==> src/rtl/exec_issue_controller.sv <==
// Issue controller for the execution stage.
// A register scoreboard holds back decode on RAW/WAW hazards and on execution
// back-pressure. A taken branch from execution turns into a PC redirect and a
// bounded flush window. A level halt request drains outstanding writes and
// then parks issue.
//
// state  | meaning
// RUN    | normal issue
// FLUSH  | flush window after a branch; counter counts the remaining cycles
// DRAIN  | halt requested; no issue, waiting for the scoreboard to empty
// HALTED | drained; stays here while halt_req is held
module exec_issue_controller #(
    parameter int REG_COUNT      = 32,
    parameter int REG_ADDR_WIDTH = 5,
    parameter int PC_WIDTH       = 32,
    parameter int FLUSH_CYCLES   = 2
) (
    input  logic                      clk,
    input  logic                      rst,
    input  logic                      dec_valid,
    input  logic [REG_ADDR_WIDTH-1:0] dec_rs1_addr,
    input  logic [REG_ADDR_WIDTH-1:0] dec_rs2_addr,
    input  logic [REG_ADDR_WIDTH-1:0] dec_rd_addr,
    input  logic                      dec_uses_rs1,
    input  logic                      dec_uses_rs2,
    input  logic                      dec_writes_rd,
    input  logic                      ex_stall_output,
    input  logic                      ex_branch,
    input  logic [PC_WIDTH-1:0]       ex_branch_dest_address,
    input  logic                      wb_valid,
    input  logic                      wb_write_register,
    input  logic [REG_ADDR_WIDTH-1:0] wb_rd_addr,
    input  logic                      halt_req,
    output logic                      ex_valid_input,
    output logic                      dec_stall,
    output logic                      flush,
    output logic                      redirect_valid,
    output logic [PC_WIDTH-1:0]       redirect_pc,
    output logic                      halted,
    output logic [REG_COUNT-1:0]      pending
);

    localparam int CNT_W = $clog2(FLUSH_CYCLES + 1);

    typedef enum logic [1:0] {S_RUN, S_FLUSH, S_DRAIN, S_HALTED} state_t;

    state_t               state_q, state_d;
    logic [CNT_W-1:0]     cnt_q, cnt_d;
    logic [REG_COUNT-1:0] pending_q, pending_d;
    logic                 halted_q;
    logic                 hazard;
    logic                 issue;

    // State register: FSM state, flush counter, scoreboard and halted flag
    always_ff @(posedge clk) begin
        if (rst) begin
            state_q   <= S_RUN;
            cnt_q     <= '0;
            pending_q <= '0;
            halted_q  <= 1'b0;
        end else begin
            state_q   <= state_d;
            cnt_q     <= cnt_d;
            pending_q <= pending_d;
            halted_q  <= (state_d == S_HALTED);
        end
    end

    // Next-state logic: FSM transitions, flush countdown and scoreboard update
    always_comb begin
        state_d   = state_q;
        cnt_d     = cnt_q;
        pending_d = pending_q;

        // Clear first so a same-cycle set on the same register wins: the new
        // writer is still in flight.
        if (wb_valid && wb_write_register) begin
            pending_d[wb_rd_addr] = 1'b0;
        end
        if (issue && dec_writes_rd && (dec_rd_addr != '0)) begin
            pending_d[dec_rd_addr] = 1'b1;
        end
        pending_d[0] = 1'b0;

        unique case (state_q)
            S_RUN: begin
                if (ex_branch) begin
                    state_d = S_FLUSH;
                    cnt_d   = CNT_W'(FLUSH_CYCLES);
                end else if (halt_req) begin
                    state_d = S_DRAIN;
                end
            end
            S_FLUSH: begin
                if (ex_branch) begin
                    cnt_d = CNT_W'(FLUSH_CYCLES);
                end else begin
                    cnt_d = cnt_q - CNT_W'(1);
                    if (cnt_q == CNT_W'(1)) begin
                        state_d = S_RUN;
                    end
                end
            end
            S_DRAIN: begin
                // Looks at the post-writeback scoreboard so the last retire
                // lands in HALTED on the same edge.
                if (!halt_req) begin
                    state_d = S_RUN;
                end else if ((pending_d == '0) && !ex_stall_output) begin
                    state_d = S_HALTED;
                end
            end
            S_HALTED: begin
                if (!halt_req) begin
                    state_d = S_RUN;
                end
            end
            default: state_d = S_RUN;
        endcase
    end

    // Output logic: hazard detect, issue strobe, stall, flush and redirect
    always_comb begin
        hazard = (dec_uses_rs1 && (dec_rs1_addr != '0) && pending_q[dec_rs1_addr])
              || (dec_uses_rs2 && (dec_rs2_addr != '0) && pending_q[dec_rs2_addr])
              || (dec_writes_rd && (dec_rd_addr != '0) && pending_q[dec_rd_addr]);

        issue = dec_valid && (state_q == S_RUN) && !hazard && !ex_stall_output
             && !ex_branch && !rst;

        redirect_valid = ex_branch && !rst;
        redirect_pc    = redirect_valid ? ex_branch_dest_address : '0;
        flush          = !rst && (ex_branch || (state_q == S_FLUSH));
        ex_valid_input = issue;
        dec_stall      = rst || (dec_valid && !issue && !flush);
        halted         = halted_q;
        pending        = pending_q;
    end

endmodule

==> config.mk <==
export PLATFORM = sky130hd
export DESIGN_NAME = exec_issue_controller
export DESIGN_NICKNAME = d
export VERILOG_FILES = /design/src/rtl/exec_issue_controller.sv
export SDC_FILE = /design/constraint.sdc
export NUM_CORES = 1
export LEC_CHECK = 0
export ABC_CLOCK_PERIOD_IN_PS = 5000
export CELL_PAD_IN_SITES_DETAIL_PLACEMENT = 1
export CELL_PAD_IN_SITES_GLOBAL_PLACEMENT = 1
export CORE_ASPECT_RATIO = 2
export CORE_UTILIZATION = 33
export DETAILED_ROUTE_END_ITERATION = 8
export PLACE_DENSITY_LB_ADDON = 0.1
export SETUP_SLACK_MARGIN = 0.15
export SLEW_MARGIN = 30
export SYNTH_ARGS = -nofsm -noshare
export SYNTH_HDL_FRONTEND = slang
export SYNTH_SLANG_ARGS = --single-unit
==> constraint.sdc <==
create_clock -name clk -period 5 [get_ports clk]
set_clock_uncertainty 0.1 [all_clocks]
set_input_delay 0.5 -clock clk [delete_from_list [all_inputs] [get_ports clk]]
set_output_delay 0.5 -clock clk [all_outputs]
set_load 0.01 [all_outputs]
Word-level counts from Yosys, hierarchy flattened
Index checks and enable logic that the tools add are counted.
Storage, ports and cells
  bits in registers: 37
  input port bits: 63
  output and inout bits: 69
  word-level logic and storage cells: 83
Operators by class
  add/subtract/negate cells: 1
  $lt $le $gt $ge: 6
  equality and inequality tests: 6
  mux-type cells: 24
  bitwise operators: 3
  reduce and logical (&&, ||, !) cells: 38
Operators by type and width (count)
  2-to-1 mux 32 bit: 3
  bitwise AND 32 bit: 1
  NOT 32 bit: 1
  OR 32 bit: 1
  logical NOT 31 bit: 1
  < comparator 5 x 6 -> 1 bit (second input constant): 4
  logical AND 1 bit: 21
  2-to-1 mux 2 bit: 9
  binary-select mux 1 bit (select 5 bit): 3
  nonzero test 5 bit: 3
  demux 1 bit (select 5 bit): 2
  greater-or-equal comparator 5 x 1 -> 1 bit (second input constant): 2
  one-hot mux 2 bit (4 select lines): 1
  == test 2 bit (second input constant): 3
  logical NOT 1 bit: 6
  2-to-1 mux 1 bit: 5
  == test 2 x 1 -> 1 bit (second input constant): 2
  logical OR 1 bit: 4
  one-hot mux 2 bit (2 select lines): 1
  logical NOT 2 bit: 1
  inequality test 2 bit (second input constant): 1
  AND reduction 2 bit: 1
  nonzero test 2 bit: 1
  subtractor 2 x 1 -> 2 bit (second input constant): 1

Logic depth before layout (Yosys ltp)
Gate-level depths: netlist of run 1.
  word-level depth: 19
  mapped depth: 10
  gate-level depth less buffers: 7

Worst setup path after synthesis of run 1
Ideal clock, no wire load.
  path type: input-to-output
  start point: in dec_rd_addr[1]
  end point: out dec_stall
  arrival time: 2.396 ns
  required time: 4.400 ns
  setup slack: 2.004 ns
  cell stages on the path: 8
  buffers on the path: 1
  cells stage by stage: buf_2 > mux4_2 > nor3b_1 > o21ai_1 > o31a_1 > o2111ai_1 > a311oi_1 > o21bai_1
On the way
  cells in the longest elaborated chain, start to end: 13
  elaborated cells between the ends (all ways): 15
  classes of those cells: 2 x mux; 13 x reduce/logical
Ends and longest elaborated chain
  from (decl): line 23  | input logic [REG_ADDR_WIDTH-1:0] dec_rd_addr,
  binary-select mux 1 bit (select 5 bit) or nonzero test 5 bit (tied branches): line 126  | || (dec_writes_rd && (dec_rd_addr != '0) && pending_q[dec_rd_addr]);
  2-to-1 mux 1 bit (implied by the code) or logical AND 1 bit (tied branches): line 126
  logical AND 1 bit (*): line 126
  logical OR 1 bit (*): line 126
  logical NOT 1 bit (*): line 128  | issue = dec_valid && (state_q == S_RUN) && !hazard && !ex_stall_output
  logical AND 1 bit (*) (2 in series): line 128
  logical AND 1 bit (*) (2 in series): line 129  | && !ex_branch && !rst;
  net ex_valid_input: line 34  | output logic ex_valid_input,
  logical NOT 1 bit (*): line 135  | dec_stall = rst || (dec_valid && !issue && !flush);
  logical AND 1 bit (*) (2 in series): line 135
  logical OR 1 bit (*): line 135
  to (decl): line 35  | output logic dec_stall,
The timed path passes the listed nets; every way through them passes the cells marked *. The select of a mux whose other input is x is not followed.

Worst setup path in the final report of run 1
  start point: in dec_rs1_addr[1]
  end point: out dec_stall
On the way
  cells in the longest elaborated chain, start to end: 14
  elaborated cells between the ends (all ways): 16
  classes of those cells: 2 x mux; 14 x reduce/logical
Ends and longest elaborated chain
  from (decl): line 21  | input logic [REG_ADDR_WIDTH-1:0] dec_rs1_addr,
  binary-select mux 1 bit (select 5 bit) or nonzero test 5 bit (tied branches): line 124  | hazard = (dec_uses_rs1 && (dec_rs1_addr != '0) && pending_q[dec_rs1_addr])
  2-to-1 mux 1 bit (implied by the code) or logical AND 1 bit (tied branches): line 124
  logical AND 1 bit (*): line 124
  logical OR 1 bit (*): line 125  | || (dec_uses_rs2 && (dec_rs2_addr != '0) && pending_q[dec_rs2_addr])
  logical OR 1 bit (*): line 126
  logical NOT 1 bit (*): line 128
  logical AND 1 bit (*) (2 in series): line 128
  logical AND 1 bit (*) (2 in series): line 129
  logical NOT 1 bit (*): line 135
  logical AND 1 bit (*) (2 in series): line 135
  logical OR 1 bit (*): line 135
Every way passes the cells marked *; elsewhere a longest branch is shown, timed or not. The select of a mux whose other input is x is not followed.

==> summary.txt, run 1 <==
CTS
  • Maximum clock path buffer count: 2
  • Clock net sink count: 36
  • Skew-Pair Late Insertion Delay: 0.29 ns
  • Post-cts resize count: 0
  • Clock slew seen by the registers of the worst setup and hold paths: 0.06 ns
  • TritonCTS clock tree: done
  • Hold Buf Count CTS: 0
  • Post-CTS setup buffer count: 0
  • Root buf cell: clkbuf_16
  • Htree depth: 2
  • CTS buffer count: 5

Pwr
  • Internal: 581 µW
  • Peak VDD IR: 0.000184 V
  • Register share of total power: 36.3%
  • Static leakage: 0.00159 µW
  • Sw Ratio: 27.9%
  • PwrDens: 175 nW/µm²
  • Clk pwr share: 41.0%
  • Sw power: 225 µW
  • Combinational share of power: 22.7%

Worst setup path
  • CP Capture Type: output pin
  • Worst r2r dst: pending[29]
  • Critical-path maximum fanout: 15
  • Reg2Reg Depth: 6
  • Critical path class: in -> out
  • CP max stage delay: 0.87 ns
  • Critical path origin: dec_rs1_addr[1]
  • Slowest-stage cell, CP: clkdlybuf4s50_1
  • Critical Path Sink: dec_stall
  • Worst R2R Setup Slack: 2.28 ns
  • Worst path cell trace: clkdlybuf4s50_1 > mux4_2 > o21ai_0 > o21bai_1 > a31oi_1 > a311oi_1 > o21bai_1 > clkdlybuf4s50_1
  • Reg2reg start: pending[27]
  • Critical Path Start Type: input port
  • CP Data Required Time: 4.40 ns
  • WP data arrival: 3.53 ns

Layout
  • Layout area overhead: 46.5%
  • Nets: 563
  • Fraction of layout cells with a size suffix above 1: 13.2%
  • Diodes inserted: 0
  • Core Util, Final: 49.5%

STA
  • # setup viols final: 0
  • RSZ-0062 raised after global routing: no
  • Slew at the pin closest to its max-slew limit: 0.713 ns
  • Hold_ws: 0.411 ns
  • Hold Vio Cnt, Final: 0
  • Tmin final: 4.13 ns
  • Final period util: 82.7%
  • Setup TNS: 0 ns
  • Worst relative slew slack: 52.4%
  • Setup ws final: 0.865 ns
  • FMAX: 242 MHz
  • Slew Limit Fails: 0

Run status
  • Failing checks: DRC
  • Status: complete, but fails checks

GRT
  • Gr ovfl total: 0
  • Initial antenna violation count: 0
  • First-pass GRT wire length: 21.2 mm
  • Pin count of the biggest net entering global routing: 44
  • Vias in the first global route: 3855
  • GRT Total Usage: 28.3%

Yosys
  • Most frequent cells after synthesis: nand2_1, dfxtp_1, o21ai_0, and2_1, o22ai_2
  • Yosys top cell area share: 22.9%
  • Synthesized netlist cell count: 383
  • Most frequent cell after synthesis: nand2_1
  • Syn Nets: 447
  • Number of synthesized flops with an enable pin: 0
  • Seq/Total Area, Yosys: 22.9%
  • Synth Cell Area: 3150 µm²
  • Mapped Avg Cell Area: 8.22 µm²
  • Seq cells post-synth: 36
  • Distinct cell type count of the synthesized netlist: 60
  • Top cells by area, synth: dfxtp_1, o22ai_2, mux2i_1
  • Post-synth ARST share: 0%
  • Leading area contributor after synthesis: dfxtp_1
  • Top_reg_cell synth: dfxtp_1
  • Syn. warnings: 0

Floorplan
  • Die width: 71.1 µm
  • Initial Util: 33.8%
  • Core Area: 9320 µm²
  • Row count: 50
  • I/O pins: 132
  • Die Span Y: 140 µm
  • Die footprint: 9950 µm²

Route
  • Antenna Nets Post-Route: 0
  • DRC Markers: 20
  • First-pass DRT Iterations: 6
  • DR WL/cell: 23.2 µm
  • Routed vias/inst: 6.17
  • Final wirelength: 14.0 mm
  • 1st-iter DRT viols: 226
  • Routed vias: 3728

Run
  • Max-Cap Viols: 0

Placed design
  • Post-detail-place hpwl: 10.9 mm
  • Port bufs: 130
  • Placer Congestion: 0.959
  • Place WS: 0.853 ns

Hold path
  • Worst hold-check path type: reg -> reg
## sequential cells by signal (all words and copies together) (netlist names)
register  flops
pending      31
state_q       2
halted        1
cnt_q         2
## cell families after synthesis
group | count (synthesis) | synth area share [%]
fa+ha+maj | 1 | 0.398
flops | 36 | 22.9
mux | 37 | 15.0
simple gates | 163 | 28.0
compound gates | 109 | 27.4
other cells | 1 | 0.119
buf+inv | 36 | 6.20
## layout make-up
type	instances	area (µm²)
Clock inverter	2	10.0
Timing Repair Buffer	136	1340
Fill cell	1134	4710
Sequential cell	36	721
Clock buffer	6	139
Tap cell	104	130
Inverter	9	33.8
Multi-Input combinational cell	311	2240
## metrics by stage
| step | instances | total power [µW] | instance area [µm²] |
|---|---|---|---|
| 3_5_place_dp | 596 | 481 | 4460 |
| 2_1_floorplan | 383 | 384 | 3150 |
| 5_1_grt | 604 | 827 | 4610 |
| 6_report | 604 | 806 | 4610 |
| 3_3_place_gp | 596 | 477 | 4460 |
| 4_1_cts | 604 | 803 | 4610 |
## worst max-delay path, delay by kind of cell
| family | cells | cell delay [ns] |
|---|---|---|
| AOI/OAI and AO/OA | 5 | 1.06 |
| muxes | 1 | 0.60 |
| buffers and inverters | 2 | 1.36 |
## metal layers
metal	vias to the layer above	global-route usage, %	wire [µm]
met5	-	0	0
met4	0	18.6	873
met3	52	4.32	856
met2	203	54.7	7680
met1	1813	26.3	4610
li1	1660	-	-
## cells in the final DEF, fill, tap and decap left out, types with 3 or more instances in the layout
master           Yosys  routed
o22ai_2             25      25
a2111oi_0            3       3
dfxtp_1             36      36
clkdlybuf4s50_1      0     129
nor3_1               8       7
inv_1                8       8
nand3b_1             3       3
mux4_2               7       7
a31oi_1              5       5
nand4_1              8       8
o2111ai_1            3       3
mux2_2               7       7
a21oi_1              5       5
a311oi_1             3       3
and2_1              32      32
or3_1                5       5
nor2_1              14      14
o21ai_2              5       5
nor3b_1              8       8
buf_4                1       6
mux2i_1             22      22
nor2b_1             12      12
clkbuf_16            0       5
nand3_1              4       4
o21ai_0             36      36
o22ai_1              3       3
nand2_1             52      52
## power groups by stage
stage / Combinational [µW] / Sequential (µW) / Clock [µW]
after floorplan: 86.3 / 298 / 0
after global placement: 179 / 299 / 0
after detailed placement: 182 / 299 / 0
after CTS: 183 / 292 / 328
after global routing: 196 / 293 / 338
final: 183 / 292 / 330
## worst min path at each step
stage	start	to	slack, ns	cells after the start
6_report	cnt_q[0]	cnt_q[0]	0.41	2
3_3_place_gp	cnt_q[0]	cnt_q[0]	0.38	2
4_1_cts	cnt_q[0]	cnt_q[0]	0.41	2
5_1_grt	cnt_q[1]	cnt_q[1]	0.43	2
3_5_place_dp	cnt_q[0]	cnt_q[0]	0.40	2
2_1_floorplan	cnt_q[0]	cnt_q[0]	0.36	2
Power figures use the tool's default switching activity.
==> inputs of run 2 (changes only) <==
Settings changed: ABC_CLOCK_PERIOD_IN_PS 5000 to 3500, CORE_UTILIZATION 33 to 28.
Clock period 5 ns to 3.5 ns, I/O delays scaled along.
==> summary.txt, run 2 (synthesized netlist as in run 1, its figures left out) <==
STA
  • Worst relative slew slack: 59.5% (+7.1 points)
  • Final period util: 92.3%
  • Slew Limit Fails: 0 (unchanged)
  • Hold Vio Cnt, Final: 0 (unchanged)
  • # setup viols final: 0 (unchanged)
  • Slew at the pin closest to its max-slew limit: 0.608 ns (-0.105 ns)
  • Hold_ws: 0.401 ns (-0.0101 ns)
  • FMAX: 310 MHz
  • RSZ-0062 raised after global routing: no
  • Tmin final: 3.23 ns

Layout
  • Most common cell after layout, fill and taps aside: clkdlybuf4s50_1
  • Post-route cell area: 4900 µm² (+6.3%)
  • Most frequent cells in the layout: clkdlybuf4s50_1, nand2_1, dfxtp_1
  • Nets: 589 (+4.6%)
  • Max reg flops: 31 (unchanged)
  • Fraction of layout cells with a size suffix above 1: 18.1% (+4.9 points)
  • Diodes inserted: 0 (unchanged)
  • Layout area overhead: 55.8%
  • Fill count: 1280 (+13%)

Route
  • Final wirelength: 14.4 mm (+2.7%)
  • DR WL/cell: 21.6 µm (-6.8%)
  • 1st-iter DRT viols: 132 (-42%)
  • First-pass DRT Iterations: 4 (-2)
  • Antenna Nets Post-Route: 0 (unchanged)
  • Routed vias/inst: 5.66 (-8.4%)
  • Routed vias: 3767 (+1.0%)
  • DRC Markers: 0 (-100%)

Worst setup path
  • Worst path cell trace: clkdlybuf4s50_1 > buf_6 > mux2i_1 > o41ai_1 > or4_1 > o221a_1 > a311oi_2 > buf_4 > o21bai_1 > dlygate4sd2_1
  • CP Capture Type: output pin
  • CP Data Required Time: 3.05 ns (-1.35 ns)
  • Critical Path Start Type: input port
  • CP delay by family, top: buffers and inverters
  • Critical-path maximum fanout: 10 (-5)
  • CP max stage delay: 0.51 ns (-0.36 ns)
  • Critical path class: in -> out
  • WP data arrival: 2.78 ns (-0.75 ns)
  • Buffers and inverters on the worst path: 4 (+2)
  • Slowest-stage cell, CP: or4_1

CTS
  • Clock slew seen by the registers of the worst setup and hold paths: 0.05 ns (about the same)
  • Clock net sink count: 36 (unchanged)
  • Root buf cell: clkbuf_16
  • Maximum clock path buffer count: 2 (unchanged)
  • Skew-Pair Late Insertion Delay: 0.29 ns (about the same)
  • CTS buffer count: 5 (unchanged)
  • Htree depth: 2 (unchanged)
  • Hold Buf Count CTS: 0 (unchanged)
  • TritonCTS clock tree: done

Placed design
  • Post-detail-place hpwl: 11.5 mm (+5.8%)
  • Cell Area, Placed: 4710 µm² (+5.6%)
  • Placer Congestion: 0.915 (-4.6%)
  • Port bufs: 130 (unchanged)

Floorplan
  • Die width: 77.0 µm (+8.3%)
  • Die Span Y: 152 µm (+8.4%)
  • Die footprint: 11700 µm² (+17%)
  • Initial Util: 28.7% (-5.0 points)
  • Row count: 54 (+8.0%)
  • Core Area: 10900 µm² (+17%)
  • I/O pins: 132 (unchanged)

Pwr
  • Static leakage: 0.00174 µW (+9.6%)
  • PwrDens: 250 nW/µm² (+43%)
  • Peak VDD IR: 0.000185 V (+0.22%)

Run status
  • Status: completed

Run
  • Max-Cap Viols: 0 (unchanged)

Hold path
  • Worst hold-check path type: reg -> reg

GRT
  • First-pass GRT wire length: 22.3 mm (+4.9%)
  • Pin count of the biggest net entering global routing: 44 (unchanged)
  • Vias in the first global route: 3945 (+2.3%)
  • GRT Total Usage: 25.0% (-3.3 points)
  • Initial antenna violation count: 0 (unchanged)
  • Gr ovfl total: 0 (unchanged)
run 2: cell count changes in the layout (fill, tap and decap cells not counted), sizes merged:
cell	previous run	this run
dlygate4sd2	0	6
bufinv	0	1
clkinv	3	2
buf	7	33
clkdlybuf4s50	129	123
clkbuf	6	5
clkinvlp	0	1
run 2: metrics by stage:
| stage | utilization (%) | setup TNS, ns | setup WS (ns) | total power, µW | cells |
|---|---|---|---|---|---|
| 2_1_floorplan | - | 0 | 0.804 | 549 | 383 |
| 3_3_place_gp | 43.0 | -0.208 | -0.114 | 704 | 658 |
| 3_5_place_dp | 43.0 | -0.240 | -0.128 | 709 | 658 |
| 4_1_cts | 44.8 | 0 | 0.242 | 1240 | 666 |
| 5_1_grt | 44.8 | 0 | 0.180 | 1270 | 666 |
| 6_report | 44.8 | 0 | 0.270 | 1230 | 666 |
run 2: cell type report:
| type | instances | area, µm² | area share [%] |
|---|---|---|---|
| tap | 140 | 175 | 3.57 |
| sequential | 36 | 721 | 14.7 |
| clock buffer | 5 | 125 | 2.55 |
| clock inverter | 3 | 42.5 | 0.868 |
| inverter | 9 | 33.8 | 0.689 |
| timing repair buffer | 162 | 1550 | 31.7 |
| multi-input combinational | 311 | 2250 | 45.9 |
run 2: final timing paths:
kind,slack [ns],from,endpoint,depth (start not counted)
setup / recovery,0.27,dec_rs2_addr[1],dec_stall,10
hold / removal,0.40,cnt_q[1],cnt_q[1],2
setup reg to reg,0.73,state_q[0],pending[29],6
hold reg to reg,0.40,cnt_q[1],cnt_q[1],2
run 2: worst register-to-register path, stage by stage (launching register included):
cell	delay, ns
dfxtp_1	0.36
nor2_2	0.19
nand4_1	0.19
or4_1	0.56
o221a_1	0.26
or4_4	0.80
o22ai_2	0.23
run 2: per-layer routing:
| layer | track usage [%] | part of all wire, % | up-vias |
|---|---|---|---|
| met5 | 0 | 0 | - |
| met4 | 15.4 | 5.9 | 0 |
| met3 | 4.02 | 5.2 | 51 |
| met2 | 48.5 | 56 | 167 |
| met1 | 23.5 | 33 | 1837 |
| li1 | - | - | 1712 |
run 2: repair_timing:
item / 4_1_cts / 5_1_grt
pin swaps: 2 / 0
setup endpoints to repair: 2 / 1
gates resized for setup: 13 / 1
setup buffers: 0 / 0
run 2: power breakdown:
group          switching [µW]  internal, µW  total, µW
sequential               4.51           414        418
clock                     189           335        524
combinational             132           151        283
